==> src/rtl/dlfloat_pkg.sv <==
// dlfloat_pkg
// Shared definitions for the DLFloat16 sequential divider: field widths,
// exponent bias and limits, canonical NaN / infinity encodings, exception
// flag bit positions and the controller state type.
// No ports (package only).

package dlfloat_pkg;

    localparam int DLF_W   = 16;   // full DLFloat16 word
    localparam int EXP_W   = 6;    // exponent field [14:9]
    localparam int MANT_W  = 9;    // stored mantissa field [8:0]
    localparam int SIG_W   = 10;   // mantissa including hidden 1
    localparam int QUO_W   = 12;   // 10 significant + guard + round
    localparam int FLAG_W  = 5;

    localparam int BIAS    = 31;
    localparam int EXP_MAX = 63;

    localparam logic [DLF_W-1:0] QNAN    = 16'h7FFF;
    localparam logic [DLF_W-1:0] INF_POS = 16'h7E00;

    localparam int FLAG_INVALID   = 4;
    localparam int FLAG_DIVZERO   = 3;
    localparam int FLAG_OVERFLOW  = 2;
    localparam int FLAG_UNDERFLOW = 1;
    localparam int FLAG_INEXACT   = 0;

    typedef enum logic [1:0] {
        ST_IDLE,
        ST_DIV,
        ST_NORM,
        ST_DONE
    } divState_e;

endpackage

==> src/rtl/dlfloat_div_lane.sv <==
// dlfloat_div_lane
// One DLFloat16 division lane: unpacks the operands, classifies special
// cases, runs a restoring mantissa divider BITS_PER_CYCLE bits per step and
// rounds/packs the result. Sequencing comes from the shared controller.
// Ports:
//   clk, rst            clock and synchronous active-high reset
//   load_i              capture a_i/b_i (accept cycle)
//   step_i              retire BITS_PER_CYCLE quotient bits
//   norm_i              normalise, round and pack the quotient
//   a_i, b_i            dividend / divisor
//   special_o           combinational: current a_i/b_i form a special case
//   result_o, flags_o   registered quotient and exception flags

module dlfloat_div_lane
    import dlfloat_pkg::*;
#(
    parameter int BITS_PER_CYCLE = 1
)
(
    input  logic              clk,
    input  logic              rst,
    input  logic              load_i,
    input  logic              step_i,
    input  logic              norm_i,
    input  logic [DLF_W-1:0]  a_i,
    input  logic [DLF_W-1:0]  b_i,
    output logic              special_o,
    output logic [DLF_W-1:0]  result_o,
    output logic [FLAG_W-1:0] flags_o
);

    logic [EXP_W-1:0]  expA, expB;
    logic [MANT_W-1:0] mantA, mantB;
    logic              signR;
    logic              zeroA, zeroB, infA, infB, nanA, nanB;
    logic signed [7:0] expRaw;

    assign expA  = a_i[MANT_W +: EXP_W];
    assign expB  = b_i[MANT_W +: EXP_W];
    assign mantA = a_i[MANT_W-1:0];
    assign mantB = b_i[MANT_W-1:0];
    assign signR = a_i[DLF_W-1] ^ b_i[DLF_W-1];

    assign zeroA = (expA == '0);
    assign zeroB = (expB == '0);
    assign infA  = (expA == EXP_W'(EXP_MAX)) && (mantA == '0);
    assign infB  = (expB == EXP_W'(EXP_MAX)) && (mantB == '0);
    assign nanA  = (expA == EXP_W'(EXP_MAX)) && (mantA != '0);
    assign nanB  = (expB == EXP_W'(EXP_MAX)) && (mantB != '0);

    assign special_o = nanA | nanB | infA | infB | zeroA | zeroB;

    // Biased quotient exponent before normalisation; needs sign and headroom
    // because ea-eb+31 spans roughly -30..92.
    assign expRaw = $signed({2'b00, expA}) - $signed({2'b00, expB}) + $signed(8'(BIAS));

    logic [DLF_W-1:0]  specRes;
    logic [FLAG_W-1:0] specFlags;

    // Special-case result, priority ordered: NaN first, then the invalid
    // forms, then the infinity / zero producing forms.
    always_comb begin
        specRes   = '0;
        specFlags = '0;
        if (nanA || nanB) begin
            specRes = QNAN;
        end else if ((zeroA && zeroB) || (infA && infB)) begin
            specRes = QNAN;
            specFlags[FLAG_INVALID] = 1'b1;
        end else if (infA) begin
            specRes = INF_POS | {signR, 15'b0};
        end else if (zeroB) begin
            specRes = INF_POS | {signR, 15'b0};
            specFlags[FLAG_DIVZERO] = 1'b1;
        end else if (zeroA || infB) begin
            specRes = {signR, 15'b0};
        end
    end

    logic              spec_q;
    logic              sign_q;
    logic signed [7:0] exp_q;
    logic [SIG_W:0]    rem_q;
    logic [SIG_W-1:0]  divisor_q;
    logic [QUO_W-1:0]  quo_q;
    logic [DLF_W-1:0]  result_q;
    logic [FLAG_W-1:0] flags_q;

    logic [SIG_W:0]    remStep;
    logic [QUO_W-1:0]  quoStep;

    // Restoring division, unrolled BITS_PER_CYCLE times. The partial
    // remainder always stays below the divisor after a step, so doubling it
    // fits in SIG_W+1 bits; the first quotient bit has weight 2^0.
    always_comb begin
        remStep = rem_q;
        quoStep = quo_q;
        for (int i = 0; i < BITS_PER_CYCLE; i++) begin
            if (remStep >= {1'b0, divisor_q}) begin
                remStep = remStep - {1'b0, divisor_q};
                quoStep = {quoStep[QUO_W-2:0], 1'b1};
            end else begin
                quoStep = {quoStep[QUO_W-2:0], 1'b0};
            end
            remStep = {remStep[SIG_W-1:0], 1'b0};
        end
    end

    logic              normalized;
    logic [SIG_W-1:0]  sigKeep;
    logic              guardBit, roundBit, stickyBit, roundUp, inexact;
    logic [SIG_W:0]    sigRounded;
    logic signed [7:0] expFinal;
    logic [DLF_W-1:0]  normRes;
    logic [FLAG_W-1:0] normFlags;

    // A quotient below 1 is shifted up one place; the bit that would have
    // been the round bit is then covered by the sticky remainder test.
    assign normalized = quo_q[QUO_W-1];
    assign sigKeep    = normalized ? quo_q[QUO_W-1:2] : quo_q[QUO_W-2:1];
    assign guardBit   = normalized ? quo_q[1] : quo_q[0];
    assign roundBit   = normalized ? quo_q[0] : 1'b0;
    assign stickyBit  = |rem_q;
    assign inexact    = guardBit | roundBit | stickyBit;
    assign roundUp    = guardBit & (roundBit | stickyBit | sigKeep[0]);
    assign sigRounded = {1'b0, sigKeep} + {{SIG_W{1'b0}}, roundUp};
    assign expFinal   = exp_q + (sigRounded[SIG_W] ? 8'sd1 : 8'sd0)
                              - (normalized ? 8'sd0 : 8'sd1);

    // Pack with overflow to infinity and underflow to zero. A mantissa carry
    // leaves the low MANT_W bits all zero, which is the correct 1.0 fraction.
    always_comb begin
        normFlags = '0;
        normFlags[FLAG_INEXACT] = inexact;
        if (expFinal >= $signed(8'(EXP_MAX))) begin
            normRes = INF_POS | {sign_q, 15'b0};
            normFlags[FLAG_OVERFLOW] = 1'b1;
            normFlags[FLAG_INEXACT]  = 1'b1;
        end else if (expFinal <= 8'sd0) begin
            normRes = {sign_q, 15'b0};
            normFlags[FLAG_UNDERFLOW] = 1'b1;
            normFlags[FLAG_INEXACT]   = 1'b1;
        end else begin
            normRes = {sign_q, expFinal[EXP_W-1:0], sigRounded[MANT_W-1:0]};
        end
    end

    // Lane state: load captures operands and the special result up front,
    // steps advance the divider, and the normalise cycle overwrites the
    // result only for lanes that were not special.
    always_ff @(posedge clk) begin
        if (rst) begin
            spec_q    <= 1'b0;
            sign_q    <= 1'b0;
            exp_q     <= '0;
            rem_q     <= '0;
            divisor_q <= '0;
            quo_q     <= '0;
            result_q  <= '0;
            flags_q   <= '0;
        end else if (load_i) begin
            spec_q    <= special_o;
            sign_q    <= signR;
            exp_q     <= expRaw;
            rem_q     <= {2'b01, mantA};
            divisor_q <= {1'b1, mantB};
            quo_q     <= '0;
            result_q  <= specRes;
            flags_q   <= specFlags;
        end else if (step_i) begin
            rem_q     <= remStep;
            quo_q     <= quoStep;
        end else if (norm_i && !spec_q) begin
            result_q  <= normRes;
            flags_q   <= normFlags;
        end
    end

    assign result_o = result_q;
    assign flags_o  = flags_q;

endmodule

==> src/rtl/dlfloat_div_seq.sv <==
// dlfloat_div_seq
// Sequential DLFloat16 divider for LANES independent lanes sharing a single
// IDLE -> DIV -> NORM -> DONE controller with valid/ready handshakes.
// Ports:
//   clk, rst            clock and synchronous active-high reset
//   in_valid/in_ready   operand bundle handshake (ready only when idle)
//   a, b                packed dividends / divisors, lane i at [16i+15:16i]
//   out_valid/out_ready result bundle handshake
//   c_div               packed quotients
//   exception_flags     per lane {invalid, div_by_zero, overflow, underflow, inexact}

module dlfloat_div_seq
    import dlfloat_pkg::*;
#(
    parameter int LANES          = 1,
    parameter int BITS_PER_CYCLE = 1
)
(
    input  logic                    clk,
    input  logic                    rst,
    input  logic                    in_valid,
    output logic                    in_ready,
    input  logic [DLF_W*LANES-1:0]  a,
    input  logic [DLF_W*LANES-1:0]  b,
    output logic                    out_valid,
    input  logic                    out_ready,
    output logic [DLF_W*LANES-1:0]  c_div,
    output logic [FLAG_W*LANES-1:0] exception_flags
);

    localparam int DIV_CYCLES = (QUO_W + BITS_PER_CYCLE - 1) / BITS_PER_CYCLE;

    divState_e                 state_q;
    logic [3:0]                divCount_q;
    logic                      inReady_q;
    logic                      outValid_q;
    logic [DLF_W*LANES-1:0]    cDiv_q;
    logic [FLAG_W*LANES-1:0]   flags_q;

    logic                      laneLoad;
    logic                      allSpecial;
    logic [LANES-1:0]          laneSpecial;
    logic [DLF_W*LANES-1:0]    laneResult;
    logic [FLAG_W*LANES-1:0]   laneFlags;

    assign laneLoad   = (state_q == ST_IDLE) && in_valid && inReady_q;
    assign allSpecial = &laneSpecial;

    for (genvar g = 0; g < LANES; g++) begin : gLane
        dlfloat_div_lane #(
            .BITS_PER_CYCLE(BITS_PER_CYCLE)
        ) uLane (
            .clk       (clk),
            .rst       (rst),
            .load_i    (laneLoad),
            .step_i    (state_q == ST_DIV),
            .norm_i    (state_q == ST_NORM),
            .a_i       (a[DLF_W*g +: DLF_W]),
            .b_i       (b[DLF_W*g +: DLF_W]),
            .special_o (laneSpecial[g]),
            .result_o  (laneResult[DLF_W*g +: DLF_W]),
            .flags_o   (laneFlags[FLAG_W*g +: FLAG_W])
        );
    end

    // Shared controller. DONE spends its first cycle copying lane results
    // into the output registers, so out_valid rises one cycle after DONE is
    // entered and then holds until the consumer takes the bundle.
    always_ff @(posedge clk) begin
        if (rst) begin
            state_q    <= ST_IDLE;
            divCount_q <= '0;
            inReady_q  <= 1'b1;
            outValid_q <= 1'b0;
            cDiv_q     <= '0;
            flags_q    <= '0;
        end else begin
            case (state_q)
                ST_IDLE: begin
                    if (in_valid && inReady_q) begin
                        inReady_q  <= 1'b0;
                        divCount_q <= '0;
                        state_q    <= allSpecial ? ST_DONE : ST_DIV;
                    end
                end
                ST_DIV: begin
                    divCount_q <= divCount_q + 4'd1;
                    if (divCount_q == 4'(DIV_CYCLES - 1)) begin
                        state_q <= ST_NORM;
                    end
                end
                ST_NORM: begin
                    state_q <= ST_DONE;
                end
                ST_DONE: begin
                    if (!outValid_q) begin
                        outValid_q <= 1'b1;
                        cDiv_q     <= laneResult;
                        flags_q    <= laneFlags;
                    end else if (out_ready) begin
                        outValid_q <= 1'b0;
                        inReady_q  <= 1'b1;
                        state_q    <= ST_IDLE;
                    end
                end
                default: begin
                    state_q <= ST_IDLE;
                end
            endcase
        end
    end

    assign in_ready        = inReady_q;
    assign out_valid       = outValid_q;
    assign c_div           = cDiv_q;
    assign exception_flags = flags_q;

endmodule

==> config.mk <==
export PLATFORM = sky130hd
export DESIGN_NAME = dlfloat_div_seq
export DESIGN_NICKNAME = d
export VERILOG_FILES = /design/src/rtl/dlfloat_pkg.sv /design/src/rtl/dlfloat_div_lane.sv /design/src/rtl/dlfloat_div_seq.sv
export SDC_FILE = /design/constraint.sdc
export NUM_CORES = 1
export LEC_CHECK = 0
export CAP_MARGIN = 20
export CORE_ASPECT_RATIO = 1.5
export CORE_UTILIZATION = 25
export CTS_BUF_LIST = sky130_fd_sc_hd__clkbuf_16
export DETAILED_ROUTE_END_ITERATION = 12
export DONT_BUFFER_PORTS = 1
export GPL_TIMING_DRIVEN = 0
export MAX_ROUTING_LAYER = met4
export PLACE_DENSITY = 0.35
export SLEW_MARGIN = 0
export SYNTH_ARGS = -nofsm -noshare
export SYNTH_HDL_FRONTEND = slang
export SYNTH_SLANG_ARGS = --single-unit
==> constraint.sdc <==
create_clock -name clk -period 8.53 [get_ports clk]
set_input_delay 1.2795 -clock clk [delete_from_list [all_inputs] [get_ports clk]]
set_output_delay 1.2795 -clock clk [all_outputs]
set_load 0.05 [all_outputs]
==> impl_metrics.env <==
export IMPL_grt_antenna_before_repair=0
export IMPL_die_w_um=124
export IMPL_ant_nets=0
export IMPL_yosys_cell_types_count=62
export IMPL_clock_fmax_mhz=172
export IMPL_endpoint="gLane[0].uLane.result_o[4]"
export IMPL_yosysWarnings=0
export IMPL_outcome="completed"
export IMPL_fin_util_pct=28.6
export IMPL_synth_cells=716
export IMPL_htree_levels=3
export IMPL_hpwl_um=14100
export IMPL_endpoint_kind="flip-flop"
export IMPL_seq_area_frac_synth_pct=33.3
export IMPL_first_global_vias=5129
export IMPL_grt_pass1_wl_um=27800
export IMPL_layout_drive_gt1_share_pct=4.37
export IMPL_first_pass_iters=4
export IMPL_start_kind="flip-flop"
export IMPL_swShare_pct=45.6
export IMPL_route_detailed_drc=0
export IMPL_clock_skew_ns=0.00892
export IMPL_finalCritPeriodShare_pct=68.0
export IMPL_io_pins=59
export IMPL_grt_start_max_net_pins=18
export IMPL_cts_tree="yes"
export IMPL_ys_flop_type="dfxtp_1"
export IMPL_ctsHoldBuffers=0
export IMPL_portBuffers=0
export IMPL_finalInstanceArea_um2=6240
export IMPL_cts_sinks=93
export IMPL_area_growth_pct=11.5
export IMPL_multi_input_area_um2=3420
export IMPL_place_congestion=0.808
export IMPL_rsz0062_at_grt="no"
export IMPL_ir_drop_v=0.000153
export IMPL_num_fill_cells=2415
export IMPL_vias=5083
export IMPL_synth_top_area_share_pct=33.3
export IMPL_ys_async_sr_fraction_pct=0
export IMPL_wl_per_cell_um=17.5
export IMPL_clockBufferDepth=2
export IMPL_clk_latency_ns=0.36
export IMPL_post_cts_setup_buffers=0
export IMPL_worstSetupPathType="flip-flop to flip-flop"
export IMPL_routed_wl_um=17500
export IMPL_p_int_mw=1.18
export IMPL_initial_core_util_pct=25.6
export IMPL_reg2reg_depth=20
export IMPL_reg2reg_slack_ns=2.73
export IMPL_setup_viol=0
export IMPL_finalNonFillerCells=1004
export IMPL_synth_top_cells_by_area="dfxtp_1, ha_1, a21oi_1, nand2_1, nor2_1"
export IMPL_ys_ff_latch=93
export IMPL_fin_ws_ns=2.73
export IMPL_startpoint="gLane[0].uLane.quo_q[11]"
export IMPL_slew_viol_final=0
export IMPL_synth_edf_count=0
export IMPL_synth_most_common_cell="nand2_1"
export IMPL_cts_resized=0
export IMPL_switchingPower_uw=989
export IMPL_p_leak_nw=2.29
export IMPL_grt_usage_pct=16.6
export IMPL_yosysTopAreaCell="dfxtp_1"
export IMPL_vias_per_cell=5.06
export IMPL_finalHoldViolCount=0
export IMPL_cts_root_buf="clkbuf_16"
export IMPL_nNetsFinal=799
export IMPL_cellPowerDensity_nw_per_um2=348
export IMPL_synth_commonest_cells="nand2_1, dfxtp_1, nor2_1"
export IMPL_r2r_end="gLane[0].uLane.result_o[4]"
export IMPL_diodes=0
export IMPL_crit_fanout=10
export IMPL_max_cap_violations=0
export IMPL_place_area_um2=5930
export IMPL_fin_setup_tns_ns=0
export IMPL_clk_pin_slew_ns=0.07
export IMPL_period_minus_slack_ns=5.80
export IMPL_core_rowCount=66
export IMPL_power_frac_clock_pct=19.7
export IMPL_dp_cells=988
export IMPL_crit_reg2reg_launch="gLane[0].uLane.quo_q[11]"
export IMPL_worstPathArrival_ns=6.06
export IMPL_dr_first_iter_drc_count=185
export IMPL_crit_required_ns=8.79
export IMPL_maxSlewHeadroom_pct=41.9
export IMPL_die_area_um2=23000
export IMPL_post_place_ws_ns=2.79
export IMPL_postSynthAreaPerCell_um2=7.81
export IMPL_grt_ovfl_total=0
export IMPL_synth_nets=788
export IMPL_hold_path_class="flip-flop to flip-flop"
export IMPL_regArea_um2=1860
export IMPL_core_area_um2=21800
export IMPL_seqPwrFrac_pct=27.8
export IMPL_combPwrFrac_pct=52.5
export IMPL_numCtsBuffers=9
export IMPL_die_y_um=185
export IMPL_netlist_area_um2=5590
export IMPL_worst_pin_slew_ns=0.865
[cells in the final DEF (no fill, tap or decap), drive strengths merged, types with 12 or more instances in the layout]
cell	synthesis	layout
a211oi	17	17
a21oi	75	75
clkbuf	31	40
dfxtp	93	93
ha	33	33
inv	43	48
mux2i	18	18
nand2	97	97
nand3	15	15
nor2	81	81
nor3	15	15
o21ai	21	21
xnor2	12	12
[power by group through the flow]
stage | Clock [mW] | Combinational (mW) | Sequential, mW
2_1_floorplan | 0 | 0.866 | 0.585
3_3_place_gp | 0 | 1.14 | 0.612
3_5_place_dp | 0 | 1.15 | 0.612
4_1_cts | 0.441 | 1.15 | 0.601
5_1_grt | 0.458 | 1.27 | 0.614
6_report | 0.428 | 1.14 | 0.602
[worst max-delay path: stages, from the launching register on]
cell and delay, ns:
dfxtp_1 0.31, clkbuf_1 0.35, clkbuf_1 0.37, buf_1 0.44, and2_1 0.20, o21a_1 0.11, ha_1 0.23, nand3_1 0.10
a21oi_1 0.38, nand4_1 0.23, nor2_1 0.30, ha_1 0.27, inv_1 0.07, fa_1 0.39, nand2b_1 0.18, a21oi_1 0.20
or3_1 0.16, nand3_1 0.24, or4b_1 0.64, buf_6 0.18, a2111oi_2 0.35
[layer usage]
layer	track usage (%)	vias to the layer above	wire (um)
met1	17.6	2373	7200
met5	-	-	0
li1	-	2568	-
met2	30.1	114	9200
met4	6.14	0	413
met3	3.05	28	726
[state kept, by name, indices dropped and copies added, names as in the netlist]
| signal | cells |
|---|---|
| c_div | 16 |
| gLane.uLane.result_o | 16 |
| gLane.uLane.quo_q | 12 |
| gLane.uLane.rem_q | 11 |
| gLane.uLane.divisor_q | 10 |
| gLane.uLane.exp_q | 8 |
| exception_flags | 5 |
| gLane.uLane.flags_o | 5 |
| divCount_q | 4 |
| state_q | 2 |
| gLane.uLane.sign_q | 1 |
| gLane.uLane.spec_q | 1 |
| in_ready | 1 |
| out_valid | 1 |
[through the flow]
stage / total power [mW] / hold WS (ns)
global route: 2.35 / 0.478
floorplan: 1.45 / 0.428
detailed placement: 1.76 / 0.452
CTS: 2.19 / 0.463
finish: 2.17 / 0.460
global placement: 1.75 / 0.447
[cells by family (layout without fill, tap and decap cells)]
logic type | count (synthesis) | count (layout) | synth area share [%]
AOI/OAI and AO/OA | 189 | 189 | 22.9
xor gates and xnor gates | 22 | 22 | 3.45
adders and majority gates | 36 | 36 | 8.46
buffers and inverters | 80 | 96 | 5.50
DFF | 93 | 93 | 33.3
muxes | 21 | 21 | 3.83
and+or+nand+nor | 275 | 275 | 22.6
[worst min path at each step]
| stage | startpoint | to | slack (ns) | cells past startpoint |
|---|---|---|---|---|
| 6_report | gLane[0].uLane.result_o[10] | c_div[10] | 0.46 | 2 |
| 3_5_place_dp | gLane[0].uLane.result_o[10] | c_div[10] | 0.45 | 2 |
| 3_3_place_gp | gLane[0].uLane.result_o[14] | c_div[14] | 0.45 | 2 |
| 2_1_floorplan | gLane[0].uLane.flags_o[2] | exception_flags[2] | 0.43 | 2 |
| 5_1_grt | gLane[0].uLane.divisor_q[0] | gLane[0].uLane.divisor_q[0] | 0.48 | 2 |
| 4_1_cts | gLane[0].uLane.result_o[10] | c_div[10] | 0.46 | 2 |
[layout make-up]
class / count / area share [%]
flip-flops and latches: 93 / 29.8
inverters: 43 / 2.59
clock buffers: 9 / 3.61
plain buffers: 37 / 2.35
multi-input cells: 543 / 54.9
clock inverters: 7 / 1.28
well taps: 272 / 5.46
Power figures use the tool's default switching activity.
